## config.mk

```make
export PLATFORM = sky130hd
export DESIGN_NAME = mem_bus_if
export DESIGN_NICKNAME = d
export VERILOG_FILES = /design/src/rtl/mem_bus_if_pkg.sv /design/src/rtl/mem_timer.sv /design/src/rtl/mem_bus_if.sv
export SDC_FILE = /design/constraint.sdc
export NUM_CORES = 1
export LEC_CHECK = 0
export CORE_UTILIZATION = 33
export CTS_CLUSTER_DIAMETER = 100
export DETAILED_ROUTE_END_ITERATION = 10
export DONT_BUFFER_PORTS = 1
export SETUP_SLACK_MARGIN = 0.5
export SYNTH_ARGS = -nofsm -noshare
export SYNTH_HDL_FRONTEND = slang
export SYNTH_SLANG_ARGS = --single-unit
```

## constraint.sdc

```tcl
create_clock -name clk -period 3.25 [get_ports clk]
set_clock_uncertainty 0.1 [all_clocks]
set_input_delay 0.65 -clock clk [delete_from_list [all_inputs] [get_ports clk]]
set_output_delay 0.65 -clock clk [all_outputs]
set_load 0.05 [all_outputs]
```

## src/rtl/mem_bus_if_pkg.sv

```systemverilog
// mem_bus_if_pkg: shared state enum and default widths for the memory bus interface
package mem_bus_if_pkg;
  typedef enum logic [1:0] {IDLE, REQ, WAIT_RD, DONE} mem_state_t;
  localparam int ADDRWIDTH = 5;
  localparam int DATAWIDTH = 8;
endpackage

```

## src/rtl/mem_timer.sv

```systemverilog
// mem_timer: transaction watchdog that flags expiry once TO_CYCLES busy cycles have elapsed
module mem_timer #(
  parameter int TO_CYCLES = 15
) (
  input  logic clk,
  input  logic rst,
  input  logic clr_i,
  input  logic en_i,
  output logic expired_o
);
  localparam int CW = $clog2(TO_CYCLES + 1);
  logic [CW-1:0] cnt_q;
  // count busy cycles, restarting whenever a new transaction begins
  always_ff @(posedge clk) begin
    if (rst || clr_i) cnt_q <= '0;
    else if (en_i) cnt_q <= cnt_q + 1'b1;
  end
  // the count reaches TO_CYCLES on the edge that also leaves the busy states
  assign expired_o = cnt_q == CW'(TO_CYCLES - 1);
endmodule

```

## src/rtl/mem_bus_if.sv

```systemverilog
// mem_bus_if: edge-triggered bridge from level read/write strobes to a slow req/gnt memory bus; MEM_BUS_IF_TIMEOUT_EN adds a watchdog
module mem_bus_if
  import mem_bus_if_pkg::*;
#(
  parameter int AWIDTH    = ADDRWIDTH,
  parameter int DWIDTH    = DATAWIDTH,
  parameter int TO_CYCLES = 15
) (
  input  logic              clk,
  input  logic              rst,
  input  logic              mem_rd,
  input  logic              mem_wr,
  input  logic [AWIDTH-1:0] addr,
  input  logic [DWIDTH-1:0] wdata,
  output logic [DWIDTH-1:0] rdata,
  output logic              stall,
  output logic              done,
  output logic              bus_req,
  output logic              bus_we,
  output logic [AWIDTH-1:0] bus_addr,
  output logic [DWIDTH-1:0] bus_wdata,
  input  logic              bus_gnt,
  input  logic              bus_rvalid,
  input  logic [DWIDTH-1:0] bus_rdata,
  output logic              timeout
);
  mem_state_t state_q, state_d;
  logic rd_q, wr_q, we_q;
  logic [AWIDTH-1:0] addr_q;
  logic [DWIDTH-1:0] wdata_q, rdata_q, rdata_d;
  logic rd_edge, wr_edge, start, busy, expired;
  assign rd_edge = mem_rd & ~rd_q;
  assign wr_edge = mem_wr & ~wr_q;
  assign start   = (state_q == IDLE) & (rd_edge | wr_edge);
  assign busy    = (state_q == REQ) | (state_q == WAIT_RD);
`ifdef MEM_BUS_IF_TIMEOUT_EN
  logic timeout_q, to_fire;
  mem_timer #(.TO_CYCLES(TO_CYCLES)) u_timer (
    .clk      (clk),
    .rst      (rst),
    .clr_i    (start),
    .en_i     (busy),
    .expired_o(expired)
  );
  assign to_fire = expired & (((state_q == REQ) & ~bus_gnt) | ((state_q == WAIT_RD) & ~bus_rvalid));
  // timeout pulse lines up with the DONE cycle it forces
  always_ff @(posedge clk) begin
    timeout_q <= rst ? 1'b0 : to_fire;
  end
  assign timeout = timeout_q;
`else
  localparam int unused_to_cycles = TO_CYCLES;
  assign expired = 1'b0;
  assign timeout = 1'b0;
`endif
  // next state and read-data capture; a simultaneous rd/wr edge becomes a write
  always_comb begin
    state_d = state_q;
    rdata_d = rdata_q;
    case (state_q)
      IDLE: state_d = start ? REQ : IDLE;
      REQ: begin
        if (bus_gnt) state_d = we_q ? DONE : WAIT_RD;
        else if (expired) begin
          state_d = DONE;
          rdata_d = we_q ? rdata_q : '0;
        end
      end
      WAIT_RD: begin
        if (bus_rvalid) begin
          state_d = DONE;
          rdata_d = bus_rdata;
        end else if (expired) begin
          state_d = DONE;
          rdata_d = '0;
        end
      end
      default: state_d = IDLE;
    endcase
  end
  // state, strobe history and request fields latched on the starting edge
  always_ff @(posedge clk) begin
    if (rst) begin
      state_q <= IDLE;
      rd_q    <= 1'b0;
      wr_q    <= 1'b0;
      we_q    <= 1'b0;
      addr_q  <= '0;
      wdata_q <= '0;
      rdata_q <= '0;
    end else begin
      state_q <= state_d;
      rd_q    <= mem_rd;
      wr_q    <= mem_wr;
      rdata_q <= rdata_d;
      if (start) begin
        we_q    <= wr_edge;
        addr_q  <= addr;
        wdata_q <= wdata;
      end
    end
  end
  assign rdata     = rdata_q;
  assign stall     = busy | start;
  assign done      = state_q == DONE;
  assign bus_req   = state_q == REQ;
  assign bus_we    = we_q;
  assign bus_addr  = addr_q;
  assign bus_wdata = wdata_q;
endmodule

```

==> results.ini, run 1 <==
[final_layout]
syn2layout_area_growth_pct=3.45
nets=139
antenna_cells=0
final_util_pct=36.0
drive_gt1_share_pct=6.60

[worst_setup_path]
startpoint_type=register
endpoint_kind=primary output
slowest_stage=or2b_1
crit_arrival_ns=1.82
path_class=register to primary output
max_stage_delay_ns=0.45
path_cells=inv_1 -> ha_1 -> o21ai_4 -> buf_4 -> or2b_1
crit_fanout=15
cp.required_ns=2.50

[timing]
finalSetupViolations=0
fin_tns_setup_ns=0
grt_setup_unrepaired=no
hold_slack_ns=0.294
relSlewSlack_pct=61.2
hold_violations=0
drv_slew=0
fin_crit_sh_pct=79.1
max_freq_ghz=0.389
max_slew.worst_pin.slew_ns=0.582
fin_crit_ns=2.57

[logic_synthesis]
yosys.area.top_type_share_pct=49.5
synthFlopType=dfxtp_1
netlist-cell-type-count=20
async_reset_ff_share_pct=0
syn-cell-area_um2=1050
synth_area_leaders=dfxtp_1, mux2i_1, nor2_1, a21oi_1, ha_1
yosysWarnings=0
avgSynthCellArea_um2=9.65
synth-edff-count=0
syn_nets=140
synth_seq_cells=26
synth_commonest_cells=dfxtp_1, nor2_1, mux2i_1, nand2_1, a21oi_1
syn_inst=109
ys_seq_area_share_pct=49.5
synth_most_common_cell=dfxtp_1
synth_area_leader_cell=dfxtp_1

[clocking]
clock_sinks=26
post_cts_buffers=0
clkTransAtPathRegs_ns=0.13
cts_resized=0
clock_latency_ns=0.30
clock-root-buffer=clkbuf_4
holdBufCountCts=0
cts_max_path_buffers=2
cts_tree=built
htreeDepth=1
cts_buffers=3

[detailed_routing]
via_count=708
wl_met1_um=752
top_layer=met4
avgViaCountPerCell=4.72
wl_met2_mm=1.02
drt.antenna.violating_nets=0
first_iter_violations=20
drc_errors=0
drt-total-wl_mm=1.97
met3_length_um=185
drt_pass1_iterations=4
routedWlPerCell_um=13.1

[outcome]
outcome=finished, final reports clean

[global_routing]
grt_pass1_vias=712
grt-ovfl-total=0
grt_max_degree=27
antenna_found_initial=0
grt_pass1_wl_mm=2.97
grt_usage_pct=11.9

[min_path]
worstHoldPathType=primary input to register

[placement]
port-buffer-count=0
place_congestion=0.690

[power]
powerDensity_nw_per_um2=916
p_leak_nw=0.451
peakVddDrop_mv=0.335

[flow_run]
drv_cap=0

[die]
boundaryPins=53
die_h_um=58.5
die_x_um=58.5
start_util_pct=34.8
core_um2=3030
rows=20
dieArea_um2=3420

[worst paths after layout]
kind              startpoint          to  slack [ns]  cells after the start
setup reg to reg  state_q[1]  state_q[1]        1.47                      6
setup / recovery  state_q[0]       stall        0.68                      5
hold / removal           rst  state_q[0]        0.29                      1
hold reg to reg   state_q[0]  state_q[0]        0.40                      2
[cell families (layout without fill, tap and decap cells)]
| kind of cell | after synthesis | in the layout | share of synthesized area, % |
|---|---|---|---|
| adder cells (fa/ha/maj) | 4 | 4 | 4.76 |
| AO/OA/AOI/OAI | 14 | 14 | 8.44 |
| buffers and inverters | 11 | 8 | 6.06 |
| AND/OR/NAND/NOR | 39 | 39 | 17.6 |
| multiplexers | 14 | 14 | 13.3 |
| flip-flops | 26 | 26 | 49.5 |
| other | 1 | 1 | 0.356 |
[sequential cells by signal, summed over array words and instances (netlist names)]
name and flops:
bus_wdata 8, bus_addr 5, wr_q 1, bus_we 1, rd_q 1, state_q 2
rdata 8
[per-stage QoR]
| stage | power [mW] | cell area (µm²) | std cells | worst slack (ns) |
|---|---|---|---|---|
| final | 0.997 | 1090 | 150 | 0.678 |
| after global routing | 1.06 | 1090 | 150 | 0.558 |
| after CTS | 1.01 | 1090 | 150 | 0.640 |
| after detailed placement | 0.883 | 1070 | 147 | 0.885 |
| after global placement | 0.869 | 1070 | 147 | 0.887 |
| after floorplan | 0.857 | 1050 | 109 | 1.05 |
[power breakdown]
part	switching [mW]	internal, mW
Combinational	0.195	0.121
Sequential	0.181	0.371
Clock	0.0851	0.0432
[routing by layer]
layer | vias to the layer above | GRT usage (%)
li1 | 351 | -
met1 | 317 | 11.1
met2 | 38 | 22.7
met3 | 2 | 4.18
met4 | 0 | 6.12
met5 | - | 0
[placed cells by master, fill, tap and decap left out]
cell type / n
inv_1: 4
nand3_1: 8
nor2b_4: 2
nand2_1: 11
nor2_1: 15
ha_1: 4
a22oi_1: 1
a211o_1: 1
or2b_1: 1
mux2i_1: 14
buf_4: 1
o21ai_4: 1
clkbuf_4: 3
dfxtp_1: 26
a21oi_1: 10
nor2b_1: 2
conb_1: 1
o22ai_1: 1
[cell type report]
type	instances	area, µm²
sequential	26	520
fill	325	1940
timing repair buffer	1	7.51
inverter	4	15.0
multi-input combinational	72	468
clock buffer	3	22.5
tap	44	55.1
[critical path, delay by kind of cell, from the launching register on]
kind            cells  cell delay [ns]
fa+ha+maj           1             0.26
flops               1             0.40
buf+inv             2             0.34
compound gates      1             0.07
simple gates        1             0.45
No activity file was read; power rests on OpenSTA's default activity.
==> run 2, diff against run 1 <==
==> constraint.sdc (replaced) <==
create_clock -name clk -period 2.2 [get_ports clk]
set_clock_uncertainty 0.1 [all_clocks]
set_input_delay 0.44 -clock clk [delete_from_list [all_inputs] [get_ports clk]]
set_output_delay 0.44 -clock clk [all_outputs]
set_load 0.05 [all_outputs]
==> results.ini, run 2 (synthesis results as in run 1) <==
[outcome]
outcome=finished, final reports clean

[worst_setup_path]
path_class=register to primary output
endpoint_kind=primary output
startpoint_type=register
crit_fanout=2
cp.depth=4
path_cells=inv_1 -> ha_4 -> o21ai_4 -> or2b_4
cp.required_ns=1.66
crit_arrival_ns=1.31
max_stage_delay_ns=0.36
cp_top_family=simple AND/OR/NAND/NOR gates
crit_buf_inv=1
ff2ff_path_depth=8
slowest_stage=or2b_4

[timing]
drv_slew=0
max_freq_ghz=0.540
relSlewSlack_pct=63.2
max_slew.worst_pin.slew_ns=0.551
hold_violations=0
fin_crit_sh_pct=84.2
setup_slack_ns=0.347
grt_setup_unrepaired=yes
fin_tns_setup_ns=0
finalSetupViolations=0
hold_slack_ns=0.0826
fin_crit_ns=1.85

[final_layout]
antenna_cells=0
drive_gt1_share_pct=17.7
nets=146
final_util_pct=39.0
final_cell_mix=dfxtp_1, nor2_1, mux2i_1, nand2_1, a21oi_1
syn2layout_area_growth_pct=12.1
final_common_cell=dfxtp_1

[clocking]
clock_sinks=26
clock-root-buffer=clkbuf_4
cts_max_path_buffers=2
clock_latency_ns=0.30
clkTransAtPathRegs_ns=0.12
cts_buffers=3
htreeDepth=1
cts_tree=built

[min_path]
worstHoldPathType=primary input to register
whs_path_depth=1

[power]
peakVddDrop_mv=0.377
total_power_mw=1.62
powerDensity_nw_per_um2=1370
p_leak_nw=0.491

[placement]
hpwl_mm=1.48
place_ws_ns=0.535
port-buffer-count=0
place_congestion=0.649

[global_routing]
grt_pass1_wl_mm=3.02
grt.busiest_layer=met2
grt_use_met3_pct=3.74
grt_pass1_vias=749
met1_usage_pct=11.9
antenna_found_initial=0
use_met2_pct=22.8
grt-ovfl-total=0
grt_max_degree=27
grt_usage_pct=12.1

[die]
dieArea_um2=3420
rows=20
die_x_um=58.5
start_util_pct=34.8
die_h_um=58.5
boundaryPins=53
core_um2=3030

[detailed_routing]
routedWlPerCell_um=12.9
first_iter_violations=44
avgViaCountPerCell=4.77
drt_pass1_iterations=4
drc_errors=0
via_count=749
drt-total-wl_mm=2.02
drt.antenna.violating_nets=0

[flow_run]
drv_cap=0

## run 2: cell types whose count changed in the layout (fill, tap and decap cells not counted), moves of 2 or more
cell / delta
buf_4: +6
dfxtp_1: -2
dfxtp_2: +2
ha_1: -2
ha_4: +2
## run 2: timing repair
item | CTS | global route
hold buffers | 0 | 0
gates resized for setup | 9 | 0
pin swaps | 1 | 1
gates cloned | 0 | 0
setup endpoints to repair | 3 | 3
buffers inserted | 4 | 1
## run 2: cell type report
cell class / count / area, µm²
Inverter: 4 / 15.0
Timing Repair Buffer: 8 / 67.6
Tap cell: 44 / 55.1
Sequential cell: 26 / 523
Fill cell: 304 / 1850
Clock buffer: 3 / 22.5
Multi-Input combinational cell: 72 / 497
## run 2: per-layer routing
| layer | vias up | routed length [µm] |
|---|---|---|
| met5 | - | 0 |
| met4 | 0 | 11 |
| met3 | 2 | 150 |
| met2 | 37 | 1050 |
| met1 | 341 | 810 |
| li1 | 369 | - |
## run 2: final timing paths
check                   from          to  slack, ns
hold reg to reg   state_q[1]  state_q[1]       0.47
setup / recovery  state_q[0]       stall       0.35
setup reg to reg  state_q[1]  state_q[0]       0.62
hold / removal           rst    rdata[6]       0.08
## run 2: where the power goes
| part | internal [mW] | total, mW | switching [mW] | leakage [nW] |
|---|---|---|---|---|
| clock network | 0.0639 | 0.188 | 0.124 | 0.0138 |
| logic | 0.291 | 0.617 | 0.326 | 0.263 |
| registers | 0.552 | 0.815 | 0.264 | 0.214 |
| total | 0.906 | 1.62 | 0.714 | 0.491 |
## run 2: worst reg2reg max path, cell delays in order (launching register included)
cell and delay (ns):
dfxtp_2 0.38, inv_2 0.06, buf_4 0.13, ha_4 0.16, buf_4 0.13, inv_1 0.04, o22ai_1 0.11, a211o_1 0.29
a21oi_1 0.12
## run 2: through the flow
| step | instances | cell area [µm²] |
|---|---|---|
| after floorplan | 109 | 1060 |
| after global placement | 149 | 1080 |
| after detailed placement | 149 | 1080 |
| after CTS | 156 | 1170 |
| after global routing | 157 | 1180 |
| final | 157 | 1180 |
